[src/rtl/station_pkg.sv]
// Shared types and helpers for the station entry/exit sequencer and the
// plain line-follower: state encoding, motor direction polarities and the
// three-sensor steering table.
package station_pkg;

  // Legacy numeric encodings, kept so older blocks and dumps decode the same
  localparam logic [2:0] S_IDLE    = 3'd0;
  localparam logic [2:0] S_SEND    = 3'd1;
  localparam logic [2:0] S_FWD     = 3'd2;
  localparam logic [2:0] S_FWD_GAP = 3'd3;
  localparam logic [2:0] S_REV     = 3'd4;
  localparam logic [2:0] S_REV_GAP = 3'd5;
  localparam logic [2:0] S_DONE    = 3'd6;
  localparam logic [2:0] S_FAULT   = 3'd7;

  typedef enum logic [2:0] {
    ST_IDLE    = S_IDLE,
    ST_SEND    = S_SEND,
    ST_FWD     = S_FWD,
    ST_FWD_GAP = S_FWD_GAP,
    ST_REV     = S_REV,
    ST_REV_GAP = S_REV_GAP,
    ST_DONE    = S_DONE,
    ST_FAULT   = S_FAULT
  } station_state_t;

  // The right motor is mounted mirrored, so its forward direction is 0
  localparam logic L_FWD = 1'b1;
  localparam logic R_FWD = 1'b0;

  // Steering table on {l,m,r} (1 = black). Returns {l_reset, l_dir, r_reset, r_dir}.
  // A motor that is switched off reports direction 0.
  function automatic logic [3:0] steer(input logic l, input logic m, input logic r);
    logic [3:0] s;
    case ({l, m, r})
      3'b000:  s = {1'b0, L_FWD,  1'b0, R_FWD};
      3'b001:  s = {1'b1, 1'b0,   1'b0, R_FWD};
      3'b010:  s = {1'b0, L_FWD,  1'b0, R_FWD};
      3'b011:  s = {1'b0, ~L_FWD, 1'b0, R_FWD};
      3'b100:  s = {1'b0, L_FWD,  1'b1, 1'b0};
      3'b101:  s = {1'b0, L_FWD,  1'b0, R_FWD};
      3'b110:  s = {1'b0, L_FWD,  1'b0, ~R_FWD};
      default: s = {1'b1, 1'b0,   1'b1, 1'b0};
    endcase
    return s;
  endfunction

endpackage

[src/rtl/station_steer.sv]
// Combinational steering decode from the three line sensors to the two
// motor controllers. Shared with the plain line-follower block.
module station_steer (
  input  logic sensor_l,
  input  logic sensor_m,
  input  logic sensor_r,
  output logic l_reset,
  output logic l_dir,
  output logic r_reset,
  output logic r_dir
);
  import station_pkg::*;

  // Pure table lookup; any registering is left to the instantiating block
  always_comb begin
    {l_reset, l_dir, r_reset, r_dir} = steer(sensor_l, sensor_m, sensor_r);
  end

endmodule

[src/rtl/station_maneuver.sv]
// Station entry/exit sequencer: announces the manoeuvre with one UART byte,
// line-follows forward for a fixed time, and in enter mode reverses until
// all three sensors see black (with a timeout to FAULT). Every output is
// registered from the next-state decode so it lines up with the state.
module station_maneuver #(
  parameter int unsigned FWD_CYCLES     = 8_000_000,
  parameter int unsigned PERIOD_CYCLES  = 2_000_000,
  parameter int unsigned REV_MAX_CYCLES = 50_000_000,
  parameter logic [7:0]  MSG_ENTER      = 8'd68,
  parameter logic [7:0]  MSG_EXIT       = 8'd69,
  parameter int unsigned CNT_W          = 30
) (
  input  logic       clk,
  input  logic       reset,
  input  logic       start,
  input  logic       mode,
  input  logic       sensor_l,
  input  logic       sensor_m,
  input  logic       sensor_r,
  input  logic       tx_ready,
  output logic [7:0] tx_data,
  output logic       tx_valid,
  output logic       motor_l_reset,
  output logic       motor_r_reset,
  output logic       motor_l_direction,
  output logic       motor_r_direction,
  output logic       motor_brake,
  output logic       busy,
  output logic       done,
  output logic       error
);
  import station_pkg::*;

  localparam logic [CNT_W-1:0] FWD_LAST    = CNT_W'(FWD_CYCLES - 1);
  localparam logic [CNT_W-1:0] PERIOD_LAST = CNT_W'(PERIOD_CYCLES - 1);
  localparam logic [CNT_W-1:0] REV_LAST    = CNT_W'(REV_MAX_CYCLES - 1);
  localparam logic [CNT_W-1:0] CNT_ONE     = CNT_W'(1);

  station_state_t   state, state_nxt;
  logic             mode_q, mode_nxt;
  logic [CNT_W-1:0] phase_cnt, phase_nxt;
  logic [CNT_W-1:0] period_cnt, period_nxt;

  logic steer_l_reset, steer_l_dir, steer_r_reset, steer_r_dir;

  logic       l_reset_nxt, l_dir_nxt, r_reset_nxt, r_dir_nxt;
  logic       brake_nxt, tx_valid_nxt, busy_nxt, done_nxt, error_nxt;
  logic [7:0] tx_data_nxt;

  station_steer u_steer (
    .sensor_l (sensor_l),
    .sensor_m (sensor_m),
    .sensor_r (sensor_r),
    .l_reset  (steer_l_reset),
    .l_dir    (steer_l_dir),
    .r_reset  (steer_r_reset),
    .r_dir    (steer_r_dir)
  );

  // Next-state and counter decode; counters fall back to zero outside the
  // FWD/REV phases. Phase-end tests use >= so a phase end landing on a gap
  // cycle still terminates on the following cycle instead of wrapping.
  always_comb begin
    state_nxt  = state;
    mode_nxt   = mode_q;
    phase_nxt  = '0;
    period_nxt = '0;
    case (state)
      ST_IDLE: begin
        if (start) begin
          state_nxt = ST_SEND;
          mode_nxt  = mode;
        end
      end
      ST_SEND: begin
        if (!start) begin
          state_nxt = ST_IDLE;
        end else if (tx_valid && tx_ready) begin
          state_nxt = ST_FWD;
        end
      end
      ST_FWD: begin
        if (!start) begin
          state_nxt = ST_IDLE;
        end else if (phase_cnt >= FWD_LAST) begin
          if (mode_q) state_nxt = ST_DONE;
          else        state_nxt = ST_REV;
        end else if (period_cnt >= PERIOD_LAST) begin
          state_nxt = ST_FWD_GAP;
          phase_nxt = phase_cnt + CNT_ONE;
        end else begin
          phase_nxt  = phase_cnt + CNT_ONE;
          period_nxt = period_cnt + CNT_ONE;
        end
      end
      ST_FWD_GAP: begin
        if (!start) begin
          state_nxt = ST_IDLE;
        end else begin
          state_nxt = ST_FWD;
          phase_nxt = phase_cnt + CNT_ONE;
        end
      end
      ST_REV: begin
        if (!start) begin
          state_nxt = ST_IDLE;
        end else if (sensor_l && sensor_m && sensor_r) begin
          state_nxt = ST_DONE;
        end else if (phase_cnt >= REV_LAST) begin
          state_nxt = ST_FAULT;
        end else if (period_cnt >= PERIOD_LAST) begin
          state_nxt = ST_REV_GAP;
          phase_nxt = phase_cnt + CNT_ONE;
        end else begin
          phase_nxt  = phase_cnt + CNT_ONE;
          period_nxt = period_cnt + CNT_ONE;
        end
      end
      ST_REV_GAP: begin
        if (!start) begin
          state_nxt = ST_IDLE;
        end else begin
          state_nxt = ST_REV;
          phase_nxt = phase_cnt + CNT_ONE;
        end
      end
      ST_DONE, ST_FAULT: begin
        if (!start) state_nxt = ST_IDLE;
      end
      default: state_nxt = ST_IDLE;
    endcase
  end

  // Output decode from the upcoming state; defaults are the idle/off values
  always_comb begin
    l_reset_nxt  = 1'b1;
    l_dir_nxt    = 1'b0;
    r_reset_nxt  = 1'b1;
    r_dir_nxt    = 1'b0;
    brake_nxt    = 1'b0;
    tx_valid_nxt = 1'b0;
    tx_data_nxt  = 8'd0;
    busy_nxt     = 1'b0;
    done_nxt     = 1'b0;
    error_nxt    = 1'b0;
    case (state_nxt)
      ST_SEND: begin
        brake_nxt    = 1'b1;
        tx_valid_nxt = 1'b1;
        tx_data_nxt  = mode_nxt ? MSG_EXIT : MSG_ENTER;
        busy_nxt     = 1'b1;
      end
      ST_FWD: begin
        l_reset_nxt = steer_l_reset;
        l_dir_nxt   = steer_l_dir;
        r_reset_nxt = steer_r_reset;
        r_dir_nxt   = steer_r_dir;
        busy_nxt    = 1'b1;
      end
      ST_FWD_GAP, ST_REV_GAP: begin
        busy_nxt = 1'b1;
      end
      ST_REV: begin
        l_reset_nxt = 1'b0;
        l_dir_nxt   = ~L_FWD;
        r_reset_nxt = 1'b0;
        r_dir_nxt   = ~R_FWD;
        busy_nxt    = 1'b1;
      end
      ST_DONE: begin
        brake_nxt = 1'b1;
        done_nxt  = 1'b1;
      end
      ST_FAULT: begin
        brake_nxt = 1'b1;
        error_nxt = 1'b1;
      end
      default: ;
    endcase
  end

  // State, captured mode and the phase/period counters
  always_ff @(posedge clk) begin
    if (reset) begin
      state      <= ST_IDLE;
      mode_q     <= 1'b0;
      phase_cnt  <= '0;
      period_cnt <= '0;
    end else begin
      state      <= state_nxt;
      mode_q     <= mode_nxt;
      phase_cnt  <= phase_nxt;
      period_cnt <= period_nxt;
    end
  end

  // Registered outputs, forced to the idle values during reset
  always_ff @(posedge clk) begin
    if (reset) begin
      motor_l_reset     <= 1'b1;
      motor_l_direction <= 1'b0;
      motor_r_reset     <= 1'b1;
      motor_r_direction <= 1'b0;
      motor_brake       <= 1'b0;
      tx_valid          <= 1'b0;
      tx_data           <= 8'd0;
      busy              <= 1'b0;
      done              <= 1'b0;
      error             <= 1'b0;
    end else begin
      motor_l_reset     <= l_reset_nxt;
      motor_l_direction <= l_dir_nxt;
      motor_r_reset     <= r_reset_nxt;
      motor_r_direction <= r_dir_nxt;
      motor_brake       <= brake_nxt;
      tx_valid          <= tx_valid_nxt;
      tx_data           <= tx_data_nxt;
      busy              <= busy_nxt;
      done              <= done_nxt;
      error             <= error_nxt;
    end
  end

endmodule

[config.mk]
export PLATFORM = sky130hd
export DESIGN_NAME = station_maneuver
export DESIGN_NICKNAME = d
export VERILOG_FILES = /design/src/rtl/station_pkg.sv /design/src/rtl/station_steer.sv /design/src/rtl/station_maneuver.sv
export SDC_FILE = /design/constraint.sdc
export NUM_CORES = 1
export LEC_CHECK = 0
export CORE_MARGIN = 8
export CORE_UTILIZATION = 58
export CTS_CLUSTER_SIZE = 8
export DETAILED_ROUTE_END_ITERATION = 10
export GPL_TIMING_DRIVEN = 0
export PLACE_DENSITY = 0.79
export SLEW_MARGIN = 10
export SYNTH_ARGS = -nofsm -noshare
export SYNTH_HDL_FRONTEND = slang
export SYNTH_SLANG_ARGS = --single-unit
[constraint.sdc]
create_clock -name clk -period 2.9 [get_ports clk]
set_clock_uncertainty 0.1 [all_clocks]
set_input_delay 0.58 -clock clk [delete_from_list [all_inputs] [get_ports clk]]
set_output_delay 0.58 -clock clk [all_outputs]
set_load 0.02 [all_outputs]
# Yosys cells after proc, flatten, opt, wreduce, memory -nomap -nowiden
# Index checks and enable logic that the tools add are counted.
# totals
in_bits	8
out_inout_bits	17
register_bits	81
wordCells	94
# op_classes
n_lt_le_gt_ge	3
n_bitwise	2
n_eq_ne	20
n_reduce_logical	12
n_mux	41
add_sub_neg	2
# op_table
operator	n
$mux 30	12
$pmux 30 s3	1
$add 30x1->30 const B	2
$pmux 30 s2	1
$mux 3	12
$eq 3x3->1 const B	11
$ge 30x21->1 const B	1
$ge 30x23->1 const B	1
$ge 30x26->1 const B	1
$pmux 3 s7	1
$pmux 4 s5	1
$eq 3x2->1 const B	6
$eq 3x1->1 const B	3
$mux 1	8
$reduce_or 2->1	4
$logic_not 3->1	2
$pmux 1 s2	3
$reduce_or 3->1	2
$reduce_or 5->1	1
$mux 2	2
$logic_and 1x1->1	3
$not 1->1	2

# Depth between registers and ports, before layout
# Gate-level depths: netlist of the first run.
# depth
depth_word	9
mapped_depth	8
ltp_nobuf	7

# Cells and area by module
# From an unflattened synthesis of the first run, not the netlist that was laid out.
# hier_totals
cells_unflattened	384
hier_area_um2	3408.3
# modules_own_cells
module	area_each_um2	n_inst	cells_per_inst	seq_area_each_um2
station_maneuver	3364.5	1	377	1501.4
station_steer	43.8	1	7	0.0

# Worst setup path after synthesis of the first run
# No wires, ideal clock.
# synth_path
kind	flip-flop to flip-flop
startpoint	reg phase_cnt[9]
endpoint	reg period_cnt[10]
path_stages_with_launch	9
path_slack_ns	0.493
setup_ns	0.064
synth_period_minus_slack_ns	2.407
arrival_time_ns	2.243
cell_sequence	dfxtp_1 > clkbuf_1 > or4_1 > o21bai_1 > a41o_1 > a2111oi_4 > o2111ai_1 > buf_2 > nor2_1
# synth_between
elab_chain_len	5
word_cells_on_any_way	8
# synth_lines
element	line_no	rtl
start, declared	station_maneuver.sv:41	logic [CNT_W-1:0] phase_cnt, phase_nxt;
start signal, assigned	station_maneuver.sv:192	phase_cnt <= phase_nxt;
$ge 30x26->1	station_maneuver.sv:109	end else if (phase_cnt >= REV_LAST) begin
$mux 30	station_maneuver.sv:109	
$mux 30	station_maneuver.sv:107	end else if (sensor_l && sensor_m && sensor_r) begin
$mux 30	station_maneuver.sv:105	if (!start) begin
$pmux 30 s2 (*)	station_maneuver.sv:68	case (state)
end signal, assigned	station_maneuver.sv:193	period_cnt <= period_nxt;
end, declared	station_maneuver.sv:42	logic [CNT_W-1:0] period_cnt, period_nxt;
# Mark *: on every way between the ends. The rest lies on a longest branch, timed or not.
# A chain may end at the register's enable or synchronous reset.

# Worst setup path after layout of the first run
# layout_path
startpoint	reg phase_cnt[28]
endpoint	reg done
# layout_between
elab_chain_len	7
word_cells_on_any_way	10
# layout_lines
element	line_no	rtl
$ge 30x26->1	station_maneuver.sv:109	
$mux 3	station_maneuver.sv:109	
$mux 3	station_maneuver.sv:107	
$mux 3	station_maneuver.sv:105	
$pmux 3 s7 (*)	station_maneuver.sv:68	
$eq 3x3->1 (*)	station_maneuver.sv:146	case (state_nxt)
$mux 1 (*)	station_maneuver.sv:146	
end signal, assigned	station_maneuver.sv:219	done <= done_nxt;
end, declared	station_maneuver.sv:29	output logic done,
# Marks and branches as above.

==> results.md, run 1 <==
* Status: completed
* Maxcap violations at 0
* Hold Vio Cnt, Final at 0
* Unrepaired setup endpoints after global routing: false
* Top Ports at 25
* CP Class: flop to flop
* Drt drc at 0
* Power, Total at around 0.0020 W
* Root Buffer: clkbuf_8
* DP HPWL at 5.11 mm
* Hold WC Path Type: flop to flop
* Largest net degree at the start of global routing at 16
* Number of synthesized flops with an enable pin at 0
* Ant diodes at 0
* Setup TNS at 0 ns
* Core region area at 5820 µm²
* CP Capture Type: flop
* Insertion delay to the later sink of the worst-skew pair at 0.36 ns
* Synth area leaders: dfxtp_1 44%, nor2_1 8.6%, xor2_1 6.4%, xnor2_1 5.4%, nand3_1 3.8%
* Critical Path RT at 3.08 ns
* Initial antenna violation count at 0
* Die Y-Extent at 92.7 µm
* CP max stage cell: or4_1
* Fin. max-slew vios at 0
* Relative slew margins at 48.1%
* Synth top area share at 44.0%
* H-tree levels at 3
* Post-synth ARST share at 0%
* Crit-path max FO at 5
* Cell Area, Synth at 3420 µm²
* Ys Warns at 0
* Starting Density at 58.7%
* Synth unique cells at 52
* DR vias at 2867
* Mean routed wirelength per cell at 13.5 µm
* Vias in the first global route at between 2000 and 3000
* Critical Path Most Common Cell: or4_1
* Final global-route overflow total at 0
* Arr. time, crit path at 2.91 ns
* Antenna Nets Post-Route at 0
* CTS Sinks at 75
* Crit-path cells: or4_1 > or4_1 > nor3_1 > a32oi_1 > o211a_1 > nor3b_1
* Post-synth top area cell: dfxtp_1
* Site Rows at 28
* Clock buffer depth at 2
* Buffers and inverters on the worst path at 0
* Area grow syn2layout at 16.3%
* Max VDD drop at 509 µV
* Port Buf Inserts at 18
* Fill count at approximately 490
* Iter 0 DRT Violations at 142
* Sequential fraction of the synthesis area at 44.0%
* Synth Flop Type: dfxtp_1
* Fraction of layout cells with a size suffix above 1 at 7.52%
* Element type at the critical path start: flop
* Worst-path clk slew at 0.09 ns
* Die ar. at around 8600 µm²
* Max incr delay on CP at roughly 0.59 ns
* Actual slew at the worst max-slew pin at ~0.77 ns
* Post-Synthesis Cells at approximately 400
* R2R Setup Slk at 0.17 ns
* Tot GR Track Use at 17.0%
* Crit path max-delay family: simple AND/OR/NAND/NOR gates
* TritonCTS Buffers at 9
* Drt pass-1 iters at 4
* Tcrit/Tclk final at 94.1%
* Syn avg cell area at 8.43 µm²
* #FFs+latches synth at 75
* Vias per cell at between 5 and 6
* Pwr dens at 494 nW/µm²
* Final nets at 457
* Final wirelength at 7.10 mm
* Final core utilization at 68.3%
* Tmin final at 2.73 ns
* First-pass GRT wire length at 12.0 mm
* GPL Wtd Cong at between 0.8 and 0.9
* Setup-failing EPs final at 0
* Hold buffers post-CTS at 0
* TritonCTS clock tree: built
* Die width at 92.7 µm
* FMAX at roughly 0.37 GHz
* Static Leak at 1.36 nW
-- path summary, 6_finish.rpt --
path                                 start                        to  cells after the start
setup / recovery  phase_cnt[28]$_SDFF_PP0_           done$_SDFF_PP0_                      6
hold / removal    period_cnt[0]$_SDFF_PP0_  period_cnt[0]$_SDFF_PP0_                      1
setup reg to reg  phase_cnt[28]$_SDFF_PP0_           done$_SDFF_PP0_                      6
hold reg to reg   period_cnt[0]$_SDFF_PP0_  period_cnt[0]$_SDFF_PP0_                      1
-- worst reg2reg max path: cells and delay by family, from the launching register on --
kind | cells | cell delay (ns)
AOI/OAI and AO/OA | 2 | 0.48
DFF | 1 | 0.35
and+or+nand+nor | 4 | 1.71
-- synth_stat cells (all sizes together), types with 2 or more instances --
library cell / count
o211a: 3
a21oi: 8
o211ai: 3
xor2: 25
buf: 11
or4: 5
o311ai: 2
o21ai: 5
or3: 2
nand2: 32
nand3b: 2
nand4: 11
nand3: 26
and3: 7
a22oi: 3
or2: 2
a32oi: 2
nand2b: 8
a31oi: 2
o21bai: 2
inv: 8
o21a: 2
xnor2: 21
nor2b: 2
dfxtp: 75
nor3: 12
nor4: 12
clkbuf: 11
nor2: 78
ha: 2
a211oi: 2
-- registers in the layout, indices dropped and copies added (netlist names), 2 cells and up --
| signal | flops |
|---|---|
| period_cnt | 30 |
| phase_cnt | 30 |
| state | 3 |
| tx_data | 2 |
-- what timing repair did --
item / in CTS / in global routing
pin swaps: 0 / 1
resized for setup: 1 / 4
cloned: 0 / 0
setup buffers: 0 / 0
endpoints found under the setup margin: 1 / 42
-- where the power goes --
group | leakage (nW) | switching (W) | internal, W | total, W
clock | 0.101 | 0.000421 | 0.000410 | 0.000832
combinational | 0.649 | 0.0000471 | 0.0000362 | 0.0000832
sequential | 0.609 | 0.00000711 | 0.00104 | 0.00105
-- area by class of cell --
class	instances	area [µm²]	area share [%]
Inverter	8	30.0	0.756
Timing Repair Buffer	18	180	4.53
Clock buffer	9	124	3.12
Sequential cell	75	1500	37.8
Tap cell	75	93.8	2.36
Multi-Input combinational cell	313	1850	46.5
Buffer	22	114	2.87
Clock inverter	7	81.3	2.05
-- layout by cell type (no fill, tap or decap), types with 9 or more instances in the layout --
cell type and instances:
nor2_1 78, dfxtp_1 75, nand2_1 32, nand3_1 26, xor2_1 25, xnor2_1 21
clkdlybuf4s50_1 18, conb_1 14, nor3_1 12, clkbuf_1 11, nand4_1 11, nor4_1 11
clkbuf_8 9
-- kinds of logic (layout without fill, tap and decap cells) --
logic type	Yosys count	in the layout	synth area share [%]
AOI/OAI and AO/OA	45	45	10.3
xor gates and xnor gates	46	46	11.8
adders and majority gates	2	2	0.732
buffers and inverters	30	64	4.14
DFF	75	75	44.0
muxes	1	1	0.293
other	1	14	0.110
and+or+nand+nor	205	205	28.7
-- stage by stage --
step                hold WS [ns]  instance area [µm²]  setup slack, ns  instances
floorplan                  0.313                 3460            0.493        418
CTS                        0.353                 3950           0.0660        527
global placement           0.322                 3740           0.0625        511
global route               0.380                 3970           0.0183        527
finish                     0.348                 3970            0.173        527
detailed placement         0.337                 3740         0.000625        511
-- per-layer routing --
metal	track usage (%)	routed length [µm]	vias to the layer above
met4	9.40	156	0
met2	27.9	3380	64
met3	4.85	370	15
met1	19.5	3200	1313
met5	0	0	-
li1	-	-	1475
Power figures use the tool's default switching activity.
==> run 2, diff against run 1 <==
--- a/config.mk
+++ b/config.mk
@@ -14,4 +14,5 @@
 export SLEW_MARGIN = 10
 export SYNTH_ARGS = -nofsm -noshare
 export SYNTH_HDL_FRONTEND = slang
+export SYNTH_HIERARCHICAL = 1
 export SYNTH_SLANG_ARGS = --single-unit
==> run 2 against run 1 <==
Die area down 0.18%. Area after synthesis down 0.22%. Sequential power about the same. Clock-buffer cell count unchanged. Largest power group unchanged.
==> results.md, run 2 <==
* TritonCTS clock tree: built
* Ant diodes at 0
* Cell Area, Synth at 3410 µm²
* Drt drc at 0
* Top Registers: period_cnt: 30 flops, phase_cnt: 30 flops, state: 3 flops
* Crit-path max FO at 5
* Power, Total at 0.00210 W
* Number of synthesized flops with an enable pin at 0
* Element type at the critical path start: flop
* Final wirelength at 6.55 mm
* Setup bufs post-CTS at 0
* Site Rows at 28
* Setup TNS at 0 ns
* Root Buffer: clkbuf_8
* Maxcap violations at 0
* Startpoint of the worst hold path: period_cnt[0]$_SDFF_PP0_
* H-tree levels at 3
* Hold Vio Cnt, Final at 0
* Commonest non-fill, non-tap cell in the layout: dfxtp_1
* #FFs+latches synth at 75
* Initial antenna violation count at 0
* Status: completed
* Min-Delay Endpoint: period_cnt[0]$_SDFF_PP0_
* Fraction of layout cells with a size suffix above 1 at 11.1%
* Hold buffers post-CTS at 0
* Main combinational cell family by area after synthesis: simple AND/OR/NAND/NOR gates
* Antenna Nets Post-Route at 0
* Pwr dens at between 500 and 600 nW/µm²
* Top Ports at 25
* Fin. max-slew vios at 0
* Starting Density at 58.6%
* Hold path cells at 1
* Vias per cell at ~5.3
* DR vias at 2667
* TritonCTS Buffers at 9
* Post-synth ARST share at 0%
* Clock buffer depth at 2
* Final global-route overflow total at 0
* Die Y-Extent at 92.7 µm
* Iter 0 DRT Violations at 97
* Core region area at between 5000 and 6000 µm²
* Final nets at 437
* Xor-xnor portion of the synthesized cell area at 12.6%
* Compound-Gate Fraction of Synth Area at 9.36%
* Mux cell area share after synthesis at 0%
* Synth unique cells at 54
* Synth Flop Type: dfxtp_1
* Tcrit/Tclk final at 81.8%
* Port Buf Inserts at 19
* First-pass GRT wire length at 11.4 mm
* Post-Synth Adder-Cell Area at 0.734%
* Setup-failing EPs final at 0
* Relative slew margins at 51.5%
* Worst-path clk slew at about 0.08 ns
* Hold WC Path Type: flop to flop
* Tmin final at 2.37 ns
* Die width at 92.7 µm
* CP Class: flop to flop
* Post-synth top cells: 75 x dfxtp_1, 71 x nor2_1, 30 x nand3_1
* Sequential fraction of the synthesis area at around 44%
* R2R Path End: error$_SDFF_PP0_
* Most frequent cells in the layout: 75 x dfxtp_1, 71 x nor2_1, 30 x nand3_1
* Insertion delay to the later sink of the worst-skew pair at around 0.35 ns
* Synth Area in Simple Gates at 28.5%
* CTS Sinks at 75
* Static Leak at 1.42 nW
* Ys Warns at 6
* Post-synth top area cell: dfxtp_1
* Arr. time, crit path at roughly 2.5 ns
* Post-Synthesis Cells at 384
* Syn avg cell area at 8.88 µm²
* Area grow syn2layout at 17.0%
* Max VDD drop at 297 µV
* Synth top area share at 44.1%
* Most frequent cell after synthesis: dfxtp_1
* Synth area leaders: dfxtp_1 44%, nor2_1 7.8%, xor2_1 6.9%, xnor2_1 5.7%, nand3_1 4.4%
* Vias in the first global route at 2577
* Reg2Reg Depth at 7
* R2R Setup Slk at between 0.5 and 0.6 ns
* Resize count post-CTS at 0
* CP Capture Type: flop
* Die ar. at 8580 µm²
* Fill count at 479
* Unrepaired setup endpoints after global routing: false
* GPL Wtd Cong at 0.826
* Drt pass-1 iters at 5
* DP HPWL at 4.80 mm
* Actual slew at the worst max-slew pin at around 0.72 ns
* Largest net degree at the start of global routing at 15
* Mean routed wirelength per cell at 12.9 µm
* Critical Path RT at 3.02 ns
* Tot GR Track Use at 16.3%
* FMAX at ~0.42 GHz
* Worst r2r src: phase_cnt[0]$_SDFF_PP0_
==> run 2: stage by stage <==
step / std cells / util, % / instance area (µm²) / worst slack, ns / hold WS, ns
after CTS: 507 / 68.6 / 3990 / 0.519 / 0.378
final: 507 / 68.6 / 3990 / 0.527 / 0.376
after global routing: 507 / 68.6 / 3990 / 0.274 / 0.407
after detailed placement: 491 / 64.3 / 3740 / 0.512 / 0.367
after global placement: 491 / 64.3 / 3740 / 0.530 / 0.344
after floorplan: 397 / - / 3460 / 0.859 / 0.329
==> run 2: kinds of logic (layout without fill, tap and decap cells) <==
kind of cell | Yosys count | in the layout
buffers and inverters | 30 | 65
other | 1 | 14
and+or+nand+nor | 185 | 185
xor gates and xnor gates | 49 | 49
AOI/OAI and AO/OA | 42 | 42
adders and majority gates | 2 | 2
DFF | 75 | 75
==> run 2: worst max-delay path by stage <==
stage,startpoint,end,slack [ns],depth (start not counted)
2_1_floorplan,phase_cnt[0]$_SDFF_PP0_,error$_SDFF_PP0_,0.86,7
3_3_place_gp,phase_cnt[0]$_SDFF_PP0_,error$_SDFF_PP0_,0.53,7
3_5_place_dp,sensor_m,motor_l_reset$_SDFF_PP1_,0.51,6
4_1_cts,phase_cnt[0]$_SDFF_PP0_,error$_SDFF_PP0_,0.52,7
5_1_grt,phase_cnt[0]$_SDFF_PP0_,motor_l_reset$_SDFF_PP1_,0.27,8
6_report,phase_cnt[0]$_SDFF_PP0_,error$_SDFF_PP0_,0.53,7
==> run 2: area by class of cell <==
cell class	instances	area, µm²	share of cell area (%)
Timing Repair Buffer	19	190	4.77
Multi-Input combinational cell	292	1800	45.1
Buffer	19	116	2.92
Sequential cell	75	1500	37.7
Inverter	11	41.3	1.04
Clock inverter	7	123	3.08
Tap cell	75	93.8	2.35
Clock buffer	9	124	3.11
==> run 2: power breakdown <==
part	leakage (nW)	internal, W	switching, W
clock network	0.116	0.000577	0.000402
registers	0.609	0.00104	0.00000476
logic	0.700	0.0000368	0.0000423
==> run 2: metal layers <==
metal	up-vias	part of all wire (%)	GRT usage (%)
li1	1375	-	-
met1	1237	45	18.0
met2	40	49	27.5
met3	15	4.4	5.10
met4	0	1.9	8.59
met5	-	0	0
==> run 2: critical path: stages, from the launching register on <==
cell and delay, ns:
dfxtp_1 0.40, ha_1 0.27, nand2_1 0.19, nor4_4 0.38, o31ai_2 0.14, a211o_1 0.28
o21ai_1 0.38, nor3_1 0.12
==> run 3, diff against run 2 <==
--- a/config.mk
+++ b/config.mk
@@ -6,11 +6,11 @@
 export NUM_CORES = 1
 export LEC_CHECK = 0
 export CORE_MARGIN = 8
-export CORE_UTILIZATION = 58
+export CORE_UTILIZATION = 52
 export CTS_CLUSTER_SIZE = 8
 export DETAILED_ROUTE_END_ITERATION = 10
 export GPL_TIMING_DRIVEN = 0
-export PLACE_DENSITY = 0.79
+export PLACE_DENSITY = 0.75
 export SLEW_MARGIN = 10
 export SYNTH_ARGS = -nofsm -noshare
 export SYNTH_HDL_FRONTEND = slang
==> constraint.sdc (replaced) <==
create_clock -name clk -period 1.91 [get_ports clk]
set_clock_uncertainty 0.1 [all_clocks]
set_input_delay 0.382 -clock clk [delete_from_list [all_inputs] [get_ports clk]]
set_output_delay 0.382 -clock clk [all_outputs]
set_load 0.02 [all_outputs]
==> run 3 against run 2 <==
The run now ends with negative setup slack left. Fmax increased by 5.0%. Cell area increased by 15%. Routed wire length increased by 27%. Cell count increased by 5.5%. Largest cell class unchanged. Highest routed layer unchanged.
==> results.md, run 3 (synthesized netlist as in run 2, its figures left out) <==
* Status: complete, but fails checks
* Failing checks: negative setup slack
* Initial antenna violation count at 0
* Sequential power share at 52.7%
* Tmin final at 2.26 ns
* Top Registers: period_cnt: 30 flops, phase_cnt: 30 flops, state: 3 flops
* Buffers and inverters on the worst path at 1
* Max VDD drop at 595 µV
* Tot GR Track Use at ~16%
* Die width at ~97 µm
* Worst-path clk slew at 0.09 ns
* Vias per cell at between 5 and 6
* Largest net degree at the start of global routing at 16
* Die ar. at 9400 µm²
* DP HPWL at 4.68 mm
* Tcrit/Tclk final at 118%
* Starting Density at between 50% and 60%
* DR vias at approximately 3000
* Setup-failing EPs final at 61
* Setup TNS at -18.76 ns
* Clock power share at 42.8%
* TritonCTS clock tree: built
* Critical Path Most Common Cell: a31oi_2
* Drt drc at 0
* CP max stage cell: nor4_4
* Ant diodes at 0
* Clock buffer depth at 2
* Core region area at between 6000 and 7000 µm²
* Final nets at 463
* Antenna Nets Post-Route at 0
* Crit-path cells: nor4_4 > nor4b_4 > a31oi_2 > a31oi_2 > a21o_4 > buf_8 > nor2_2
* Drt pass-1 iters at 4
* Pwr dens at 654 nW/µm²
* Hold Vio Cnt, Final at 0
* Final global-route overflow total at 0
* Iter 0 DRT Violations at 168
* Crit path max-delay family: simple AND/OR/NAND/NOR gates
* Hold WC Path Type: flop to flop
* Insertion delay to the later sink of the worst-skew pair at 0.36 ns
* H-tree levels at 3
* Port Buf Inserts at 19
* Commonest non-fill, non-tap cell in the layout: dfxtp_1
* Hold buffers post-CTS at 0
* Most frequent cells in the layout: 58 x dfxtp_1, 47 x nor2_1, 30 x buf_4
* Sw power at roughly 0.00074 W
* Net Sw Frac at 24.6%
* Hold_ws at 0.370 ns
* Root Buffer: clkbuf_8
* Final wirelength at 8.30 mm
* Max incr delay on CP at 0.45 ns
* Top Ports at 25
* Fin. max-slew vios at 0
* CP Class: flop to flop
* Unrepaired setup endpoints after global routing: true
* CP Capture Type: flop
* Site Rows at 29
* Mean routed wirelength per cell at between 15 and 20 µm
* Arr. time, crit path at 2.40 ns
* GPL Wtd Cong at 0.808
* Post-Place Worst Slack at -0.300 ns
* Relative slew margins at 63.2%
* Vias in the first global route at 2783
* Element type at the critical path start: flop
* Int Pwr at 0.00226 W
* CTS Sinks at 75
* Die Y-Extent at 97.0 µm
* First-pass GRT wire length at approximately 13 mm
* TritonCTS Buffers at 9
* Maxcap violations at 0
* Critical Path RT at 2.05 ns
* Static Leak at between 1.5 and 2 nW
* Fraction of layout cells with a size suffix above 1 at 31.0%
* FMAX at 0.442 GHz
* Area grow syn2layout at 34.3%
* Worst Slack Setup Final at -0.350 ns
* Crit-path max FO at 6
* Combinational share of power at between 4 and 5%
* Actual slew at the worst max-slew pin at 0.547 ns
-- run 3: layout make-up --
| class | count | area, µm² |
|---|---|---|
| buffer | 17 | 150 |
| clock buffer | 9 | 124 |
| clock inverter | 7 | 82.6 |
| fill | 432 | 1770 |
| inverter | 11 | 41.3 |
| multi-input combinational | 292 | 2110 |
| sequential | 75 | 1550 |
| tap | 77 | 96.3 |
| timing repair buffer | 47 | 427 |
-- run 3: final timing paths --
path,start,cells past startpoint,slack [ns],end
worst min-delay path,period_cnt[0]$_SDFF_PP0_,1,0.37,period_cnt[0]$_SDFF_PP0_
worst max register to register,phase_cnt[28]$_SDFF_PP0_,7,-0.35,phase_cnt[15]$_SDFF_PP0_
worst max-delay path,phase_cnt[28]$_SDFF_PP0_,7,-0.35,phase_cnt[15]$_SDFF_PP0_
worst min register to register,period_cnt[0]$_SDFF_PP0_,1,0.37,period_cnt[0]$_SDFF_PP0_
-- run 3: through the flow --
stage	instances	power (W)	area (µm²)	util [%]
floorplan	397	0.00170	3470	-
global placement	493	0.00174	3760	59.2
detailed placement	493	0.00174	3760	59.2
CTS	529	0.00301	4350	68.6
global route	535	0.00310	4580	72.1
finish	535	0.00299	4580	72.1
-- run 3: power groups by stage --
stage / logic (W) / registers, W / clock network, W
2_1_floorplan: 0.0000656 / 0.00163 / 0
3_3_place_gp: 0.000117 / 0.00163 / 0
3_5_place_dp: 0.000118 / 0.00163 / 0
4_1_cts: 0.000128 / 0.00158 / 0.00130
5_1_grt: 0.000145 / 0.00158 / 0.00138
6_report: 0.000135 / 0.00158 / 0.00128
-- run 3: timing repair --
action | 4_1_cts | 5_1_grt
buffers inserted | 19 | 6
gates resized for setup | 62 | 48
cloned | 3 | 0
pin swaps | 21 | 30
endpoints found under the setup margin | 62 | 63
-- run 3: routing by layer --
| metal | track usage, % | wire length (µm) | up-vias |
|---|---|---|---|
| met3 | 4.34 | 398 | 23 |
| met5 | 0 | 0 | - |
| met1 | 18.4 | 3490 | 1383 |
| met4 | 6.86 | 217 | 0 |
| li1 | - | - | 1431 |
| met2 | 26.6 | 4190 | 90 |
